**config.mk**
```make
export PLATFORM = sky130hd
export DESIGN_NAME = uart_tx_scheduler
export DESIGN_NICKNAME = d
export VERILOG_FILES = /design/src/rtl/uart_pkg.sv /design/src/rtl/uart_tx_scheduler_rr_arbiter.sv /design/src/rtl/uart_tx_scheduler.sv
export SDC_FILE = /design/constraint.sdc
export NUM_CORES = 1
export LEC_CHECK = 0
export CELL_PAD_IN_SITES_DETAIL_PLACEMENT = 1
export CELL_PAD_IN_SITES_GLOBAL_PLACEMENT = 1
export CORE_MARGIN = 2
export CORE_UTILIZATION = 25
export DETAILED_ROUTE_END_ITERATION = 7
export PLACE_DENSITY = 0.7
export SLEW_MARGIN = 20
export SYNTH_ARGS = -nofsm -noshare
export SYNTH_HDL_FRONTEND = slang
export SYNTH_SLANG_ARGS = --single-unit
```
**constraint.sdc**
```tcl
create_clock -name clk -period 3 [get_ports clk]
set_input_delay 0.6 -clock clk [delete_from_list [all_inputs] [get_ports clk]]
set_output_delay 0.6 -clock clk [all_outputs]
set_load 0.02 [all_outputs]
```
**src/rtl/uart_pkg.sv**
```systemverilog
// Shared types and defaults for the UART transmit scheduler.
package uart_pkg;

  localparam int DATA_W_DEF      = 8;
  localparam int TIMEOUT_CYC_DEF = 200000;

  typedef enum logic [1:0] {
    IDLE      = 2'd0,
    LOAD      = 2'd1,
    START     = 2'd2,
    WAIT_DONE = 2'd3
  } state_e;

endpackage

```
**src/rtl/uart_tx_scheduler_rr_arbiter.sv**
```systemverilog
// Combinational round-robin picker: first requester strictly after i_ptr wins.
module rr_arbiter #(
  parameter int N_REQ = 4
) (
  input  logic [N_REQ-1:0]         i_req,
  input  logic [$clog2(N_REQ)-1:0] i_ptr,
  output logic [N_REQ-1:0]         o_grant
);

  localparam int PTR_W = $clog2(N_REQ);
  localparam int SH_W  = PTR_W + 1;

  logic [SH_W-1:0]  sh_s;
  logic [N_REQ-1:0] rot_s;
  logic [N_REQ-1:0] first_s;

  // Rotate so ptr+1 lands on bit 0, isolate the lowest set bit, rotate back.
  always_comb begin
    sh_s    = SH_W'(i_ptr) + SH_W'(1);
    rot_s   = N_REQ'({i_req, i_req} >> sh_s);
    first_s = rot_s & (~rot_s + N_REQ'(1));
    o_grant = N_REQ'(({first_s, first_s} << sh_s) >> N_REQ);
  end

endmodule

```
**src/rtl/uart_tx_scheduler.sv**
```systemverilog
// Round-robin scheduler sharing one UART_TX among N_REQ byte requesters,
// with per-frame grant locking and a start-to-done watchdog.
module uart_tx_scheduler
  import uart_pkg::*;
#(
  parameter int N_REQ       = 4,
  parameter int DATA_W      = DATA_W_DEF,
  parameter int TIMEOUT_CYC = TIMEOUT_CYC_DEF
) (
  input  logic                    clk,
  input  logic                    reset,
  input  logic [N_REQ-1:0]        i_req_valid,
  input  logic [N_REQ*DATA_W-1:0] i_req_data,
  input  logic [N_REQ-1:0]        i_req_last,
  output logic [N_REQ-1:0]        o_req_ready,
  output logic [N_REQ-1:0]        o_grant,
  output logic                    o_tx_start,
  output logic [DATA_W-1:0]       o_tx_data,
  input  logic                    i_tx_busy,
  input  logic                    i_tx_done,
  output logic                    o_busy,
  output logic                    o_timeout,
  input  logic                    i_clr_err
);

  localparam int PTR_W = $clog2(N_REQ);
  localparam int TMR_W = $clog2(TIMEOUT_CYC + 1);

  state_e             state_q, state_d;
  logic [N_REQ-1:0]   grant_q, grant_d;
  logic [N_REQ-1:0]   ready_q, ready_d;
  logic [DATA_W-1:0]  tx_data_q, tx_data_d;
  logic               last_q, last_d;
  logic [TMR_W-1:0]   timer_q, timer_d;
  logic [PTR_W-1:0]   ptr_q, ptr_d;
  logic               timeout_q, timeout_d;

  logic [N_REQ-1:0]   arb_grant_s;
  logic               sel_valid_s;
  logic               sel_last_s;
  logic [DATA_W-1:0]  sel_data_s;
  logic [PTR_W-1:0]   sel_idx_s;
  logic [TMR_W-1:0]   timer_inc_s;
  logic               timeout_set_s;

  rr_arbiter #(.N_REQ(N_REQ)) u_arb (
    .i_req   (i_req_valid),
    .i_ptr   (ptr_q),
    .o_grant (arb_grant_s)
  );

  // Steer the owner's inputs through the one-hot grant; others are ignored.
  always_comb begin
    sel_valid_s = |(i_req_valid & grant_q);
    sel_last_s  = |(i_req_last & grant_q);
    sel_data_s  = '0;
    sel_idx_s   = '0;
    for (int k = 0; k < N_REQ; k++) begin
      sel_data_s = sel_data_s | (i_req_data[k*DATA_W +: DATA_W] & {DATA_W{grant_q[k]}});
      sel_idx_s  = sel_idx_s  | (PTR_W'(k) & {PTR_W{grant_q[k]}});
    end
    timer_inc_s = (timer_q == TMR_W'(TIMEOUT_CYC)) ? timer_q : (timer_q + TMR_W'(1));
  end

  // Next-state logic for the grant / handshake sequencer.
  always_comb begin
    state_d       = state_q;
    grant_d       = grant_q;
    ready_d       = '0;
    tx_data_d     = tx_data_q;
    last_d        = last_q;
    timer_d       = timer_q;
    ptr_d         = ptr_q;
    timeout_set_s = 1'b0;
    case (state_q)
      IDLE: begin
        if (|i_req_valid) begin
          grant_d = arb_grant_s;
          ready_d = arb_grant_s;
          state_d = LOAD;
        end else begin
          grant_d = '0;
        end
      end
      LOAD: begin
        if (sel_valid_s) begin
          tx_data_d = sel_data_s;
          last_d    = sel_last_s;
          state_d   = START;
        end else begin
          grant_d = '0;
          ptr_d   = sel_idx_s;
          state_d = IDLE;
        end
      end
      START: begin
        if (!i_tx_busy) begin
          timer_d = '0;
          state_d = WAIT_DONE;
        end else begin
          timer_d = timer_q;
        end
      end
      WAIT_DONE: begin
        timer_d = timer_inc_s;
        // Done is tested first so it beats a simultaneous watchdog expiry.
        if (i_tx_done) begin
          if (last_q) begin
            grant_d = '0;
            ptr_d   = sel_idx_s;
            state_d = IDLE;
          end else begin
            ready_d = grant_q;
            state_d = LOAD;
          end
        end else if (timer_inc_s == TMR_W'(TIMEOUT_CYC - 1)) begin
          timeout_set_s = 1'b1;
          grant_d       = '0;
          ptr_d         = sel_idx_s;
          state_d       = IDLE;
        end else begin
          state_d = WAIT_DONE;
        end
      end
      default: begin
        grant_d = '0;
        state_d = IDLE;
      end
    endcase
  end

  // Sticky error flag: a new abort wins over a clear in the same cycle.
  always_comb begin
    if (timeout_set_s) begin
      timeout_d = 1'b1;
    end else if (i_clr_err) begin
      timeout_d = 1'b0;
    end else begin
      timeout_d = timeout_q;
    end
  end

  // State and output registers.
  always_ff @(posedge clk or negedge reset) begin
    if (!reset) begin
      state_q   <= IDLE;
      grant_q   <= '0;
      ready_q   <= '0;
      tx_data_q <= '0;
      last_q    <= 1'b0;
      timer_q   <= '0;
      ptr_q     <= PTR_W'(N_REQ - 1);
      timeout_q <= 1'b0;
    end else begin
      state_q   <= state_d;
      grant_q   <= grant_d;
      ready_q   <= ready_d;
      tx_data_q <= tx_data_d;
      last_q    <= last_d;
      timer_q   <= timer_d;
      ptr_q     <= ptr_d;
      timeout_q <= timeout_d;
    end
  end

  // Start is gated by the live busy input so the pulse leaves START in its own cycle.
  assign o_tx_start  = (state_q == START) && !i_tx_busy;
  assign o_busy      = (state_q != IDLE);
  assign o_grant     = grant_q;
  assign o_req_ready = ready_q;
  assign o_tx_data   = tx_data_q;
  assign o_timeout   = timeout_q;

endmodule

```
### Yosys cells after proc, flatten, opt, wreduce, memory -nomap -nowiden

Index checks and enable logic that the tools add are counted.

| storage, ports and cells | value |
|---|---|
| input port bits | 45 |
| flip-flop bits (word level) | 40 |
| logic and storage cells | 80 |

| cells by class | value |
|---|---|
| shift operators | 2 |
| muxes and demuxes | 28 |
| reduce and logical (&&, ||, !) cells | 16 |
| add/subtract/negate cells | 3 |
| eq/ne operators | 10 |
| bitwise gates (word level) | 13 |

Operators by type and width:

| kind | count |
|---|---|
| $eq 18x18->1 const B | 2 |
| $mux 18 | 2 |
| $pmux 18 s2 | 1 |
| $and 8x8->8 | 4 |
| $mux 4 | 6 |
| $or 8x8->8 | 3 |
| $add 18x1->18 const B | 1 |
| $mux 2 | 9 |
| $and 4x4->4 | 3 |
| $pmux 4 s3 | 1 |
| $reduce_or 4->1 | 3 |
| $pmux 2 s4 | 1 |
| $pmux 4 s2 | 1 |
| $reduce_bool 2->1 | 4 |
| $shl 8x3->8 | 1 |
| $shr 8x3->4 | 1 |
| $mux 1 | 6 |
| $ne 2x2->1 const B | 3 |
| $ne 3x3->1 const B | 2 |
| $reduce_and 2->1 | 3 |
| $add 4x1->4 const B | 1 |
| $eq 2x2->1 const B | 2 |
| $not 4->4 | 1 |
| $pmux 2 s2 | 1 |
| 10 further kinds | 10 |

### Longest topological paths before layout

| depth | value |
|---|---|
| depth in word-level cells | 8 |
| gate-level depth with buffers | 10 |

### By module

Synthesis repeated with hierarchy kept, for this count alone.

| second synthesis, totals | value |
|---|---|
| cells, all modules | 320 |
| area, all modules | 2797.7 µm² |

Modules (own cells, without submodules):

| module | sequential area each (µm²) | cells each | times used | area an instance (µm²) |
|---|---|---|---|---|
| uart_tx_scheduler | 1003.5 | 280 | 1 | 2498.6 |
| rr_arbiter | 0.0 | 40 | 1 | 299.0 |

### Worst setup path before layout

No wires, ideal clock.

| path | value |
|---|---|
| kind | register -> register |
| start point | reg timer_q[0] |
| end point | reg grant_q[1], in the netlist o_grant[1] |
| stages on the path, launching flop included | 10 |
| path slack | 532 ps |
| required time | 2879 ps |
| data arrival time | 2347 ps |
| path through | dfrtp_1 -> ha_1 -> buf_2 -> nand4_4 -> nor4_2 -> a22oi_1 -> a22oi_2 -> a31oi_1 -> or4_4 -> a22o_1 |

| on the way | value |
|---|---|
| word-level cells in the longest chain between the ends | 5 |
| elaborated cells on any way between the ends | 6 |
| those cells by class | 1 x add/sub; 3 x eq/ne; 1 x mux; 1 x reduce/logical |

RTL lines:

| item | line | RTL |
|---|---|---|
| start, declared | uart_tx_scheduler.sv:34 | `logic [TMR_W-1:0] timer_q, timer_d;` |
| start signal, assigned | uart_tx_scheduler.sv:160 | `timer_q <= timer_d;` |
| $add 18x1->18 or $eq 18x18->1 (tied branches) | uart_tx_scheduler.sv:62 | `timer_inc_s = (timer_q == TMR_W'(TIMEOUT_CYC)) ? timer_q : (timer_q + TMR_W'(1));` |
| $mux 18 (*) | uart_tx_scheduler.sv:62 |  |
| $eq 18x18->1 (*) | uart_tx_scheduler.sv:116 | `end else if (timer_inc_s == TMR_W'(TIMEOUT_CYC - 1)) begin` |
| $ne 3x3->1 (no source line) (*) | - |  |
| $reduce_and 3->1 (no source line) (*) | - |  |
| end signal, assigned | uart_tx_scheduler.sv:156 | `grant_q <= grant_d;` |
| end, declared | uart_tx_scheduler.sv:30 | `logic [N_REQ-1:0] grant_q, grant_d;` |

Mark *: on every way between the ends. The rest lies on a longest branch, timed or not.
A chain may end at the register's enable or synchronous reset.

### Worst setup path in the final report

| path | value |
|---|---|
| start point | reg timer_q[2] |
| end point | reg grant_q[0], in the netlist o_grant[0] |

The elaborated chain is that of the path after synthesis.

==> impl_metrics.py <==
metrics = {
    "cts": {
        "numCtsBuffers": 5,
        "path_clk_slew_ps": 80,
        "cts.sinks": 40,
        "cts-root-buf": "clkbuf_8",
        "h-tree-depth": 2,
        "cts_tree": "built",
        "cts_hold_buf": 0,
        "clk_path_buf_depth": 2,
        "clock_latency_ps": 300,
    },
    "timing": {
        "finalCritPeriodShare": 0.903,
        "clock_skew_ps": 7.28,
        "final_max_slew_viol_count": 0,
        "finalSetupViolations": 0,
        "fmax_mhz": 369,
        "min_period_ps": 2710,
        "rsz0062_at_grt": "false",
        "setup_ws_ps": 290,
        "tns_ps": 0,
        "worstMarginPinSlew_ps": 932,
        "finalHoldViolations": 0,
        "slew_headroom": 0.378,
        "hold_ws_ps": 430,
    },
    "drt": {
        "drt_iter0_drc": 121,
        "drc": 0,
        "drtAntennaViolNets": 0,
        "post_drt_wl_per_cell_um": 16.3,
        "vias": 2727,
        "dr.pass1.iters": 4,
        "vias_per_cell": 5.30,
        "postRouteWirelength_um": 8390,
    },
    "flow_run": {
        "max-cap-violations": 0,
    },
    "synth": {
        "syn-cell-area_um2": 2730,
        "yosysUniqueCellTypes": 57,
        "ys_ff_latch": 40,
        "synthFlopType": "dfrtp_1",
        "synthArstFlopShare": 1.00,
        "synthCells": 321,
        "synth_edf_count": 0,
        "synth-compound-area-share": 0.274,
        "synth_adder_area_share": 0.0321,
        "yosysWarnings": 0,
        "synth_top_family_by_area": "compound AO/OA/AOI/OAI gates",
        "synthXorXnorAreaFrac": 0.00641,
        "ys_seq_area_frac": 0.367,
        "postSynthAreaPerCell_um2": 8.51,
        "syn-num-nets": 373,
        "synth_mux_area_frac": 0.0266,
        "synthSimpleGateAreaFrac": 0.240,
    },
    "power_and_ir_drop": {
        "design_power_total_mw": 2.54,
        "p_sw_mw": 1.06,
        "irDropWorstVdd_uv": 242,
        "p_per_area_nw_per_um2": 708,
        "pwr-share-comb": 0.496,
        "cellLeakagePower_nw": 1.41,
        "seqPwrFrac": 0.329,
        "swShare": 0.417,
        "power_frac_clock": 0.176,
        "p_int_mw": 1.48,
    },
    "worst_setup_path": {
        "path_class": "flop to flop",
        "r2r_setup_slack_ps": 290,
        "worst_setup_path_start_kind": "flop",
        "crit_start": "timer_q[2]",
        "cp-end-kind": "flop",
        "r2r_end": "o_grant[0]",
        "reg2reg_depth": 7,
        "worstPathRequired_ps": 3190,
        "critPathMaxFanout": 12,
        "crit-reg2reg-launch": "timer_q[2]",
        "arrival_ps": 2900,
    },
    "hold_path": {
        "worstHoldPathType": "input port to asynchronous set/reset pin",
    },
    "status": {
        "status": "complete, no violations",
    },
    "global_routing": {
        "antenna_found_initial": 0,
        "use_met3": 0.0217,
        "busiest_layer": "met2",
        "grt_usage": 0.146,
        "grt-ovfl-total": 0,
        "use_met1": 0.189,
        "grt_start_max_net_pins": 41,
        "use_met2": 0.242,
        "grt_first_pass_wirelength_um": 13700,
        "grt_pass1_vias": 2767,
    },
    "place": {
        "placed_cell_area_um2": 3470,
        "dp_hpwl_um": 6130,
        "placed_cells": 507,
        "post-place-ws_ps": 156,
        "finalWeightedCongestion": 0.809,
        "port-buffer-count": 63,
    },
    "floorplan": {
        "dieHeight_um": 109,
        "top_level_ports": 64,
        "die_area_um2": 11800,
        "die_w_um": 109,
        "rows": 38,
        "core_area_um2": 10700,
        "start_util": 0.254,
    },
    "cells_and_area": {
        "instances_no_fill": 515,
        "syn_to_final_growth_pct": 31.5,
        "nNetsFinal": 426,
        "drive_gt1_frac": 0.0773,
        "fin_util": 0.334,
        "stdcell_area_um2": 3590,
        "antennaDiodeCount": 0,
    },
}
## worst max-delay path by stage
stage | end | cells past startpoint
after global routing | o_grant[0] | 7
after global placement | o_grant[2] | 8
after CTS | o_grant[0] | 8
final | o_grant[0] | 7
after detailed placement | o_grant[0] | 8
after floorplan | o_grant[1] | 9
## worst max-delay path: stages, from the launching register on
cell and delay [ps]:
dfrtp_1 600, nand4_2 240, nor3_4 330, mux2i_1 140
nor4_2 380, a31oi_1 220, or4_4 480, a22o_1 200
## area by class of cell
cell class	count	area [um2]
clock buffer	6	72.6
clock inverter	2	35.0
fill	1290	7150
inverter	12	45.0
multi-input combinational	247	1600
sequential	40	1000
tap	140	175
timing repair buffer	68	663
## layer usage
metal	share of wire	wire length, um
met5	0	0
met4	0.020	170
met3	0.034	289
met2	0.48	4060
met1	0.46	3870
## synth_stat cells (2+ instances only)
| master | instances | area share |
|---|---|---|
| dfrtp_1 | 38 | 0.35 |
| o21ai_0 | 37 | 0.068 |
| nand2_1 | 36 | 0.049 |
| nor2_1 | 29 | 0.040 |
| a22o_1 | 15 | 0.048 |
| clkbuf_1 | 14 | 0.019 |
| inv_1 | 12 | 0.016 |
| a21oi_1 | 10 | 0.018 |
| a221oi_1 | 9 | 0.029 |
| nand3_1 | 9 | 0.016 |
| ha_1 | 7 | 0.032 |
| nand2b_1 | 7 | 0.016 |
| buf_2 | 6 | 0.011 |
| nand4_1 | 6 | 0.014 |
| a31oi_1 | 5 | 0.011 |
| mux2i_1 | 5 | 0.018 |
| nor4_1 | 5 | 0.011 |
| a22oi_1 | 4 | 0.011 |
| nor2b_1 | 4 | 0.0092 |
| nor3_1 | 4 | 0.0073 |
| o21ai_1 | 4 | 0.0073 |
| a32oi_1 | 3 | 0.0096 |
| nor4_2 | 3 | 0.014 |
| o22ai_1 | 3 | 0.0069 |
| o31ai_1 | 3 | 0.0082 |
| o41ai_1 | 3 | 0.0096 |
| or3_1 | 3 | 0.0069 |
| a21o_1 | 2 | 0.0055 |
| dfstp_2 | 2 | 0.019 |
| mux2_2 | 2 | 0.0082 |
| nand3b_1 | 2 | 0.0055 |
| o31a_1 | 2 | 0.0064 |
| o32ai_1 | 2 | 0.0064 |
| xor2_1 | 2 | 0.0064 |
## cell families after synthesis
| group | after synthesis |
|---|---|
| XOR/XNOR | 2 |
| AO/OA/AOI/OAI | 110 |
| buffers and inverters | 34 |
| AND/OR/NAND/NOR | 121 |
| adder cells (fa/ha/maj) | 7 |
| multiplexers | 7 |
| flip-flops | 40 |
## sequential cells by signal, indices dropped and copies added, names as in the netlist
name,flops
timer_q,18
o_tx_data,8
o_grant,4
o_req_ready,4
ptr_q,2
state_q,2
last_q,1
o_timeout,1
## cell usage in the layout (no fill, tap or decap), types with 4 or more instances in the layout
cell and instances:
buf_4 5, a22oi_1 4, o21ai_1 4, a31oi_1 5
a221oi_1 9, o21ai_0 36, nand3_1 9, dfrtp_1 38
nor2b_1 4, nor3_1 4, ha_1 6, nor2_1 29
a22o_1 15, a21oi_1 10, nand2_1 36, clkdlybuf4s50_1 62
clkbuf_8 5, inv_1 12, mux2i_1 5, nand4_1 6
nor4_1 5, nand2b_1 7
## what timing repair did
| action | CTS | global route |
|---|---|---|
| setup buffers | 0 | 0 |
| endpoints found under the setup margin | 0 | 4 |
| gates resized for setup | 0 | 2 |
| hold endpoints to repair | 0 | 0 |
## power groups by stage
stage | clock [mW] | combinational [mW] | sequential [mW]
after floorplan | 0 | 0.777 | 0.846
after global placement | 0 | 1.23 | 0.843
after detailed placement | 0 | 1.27 | 0.848
after CTS | 0.471 | 1.27 | 0.836
after global routing | 0.489 | 1.39 | 0.861
final | 0.446 | 1.26 | 0.835
(Power assumes the default switching activity.)
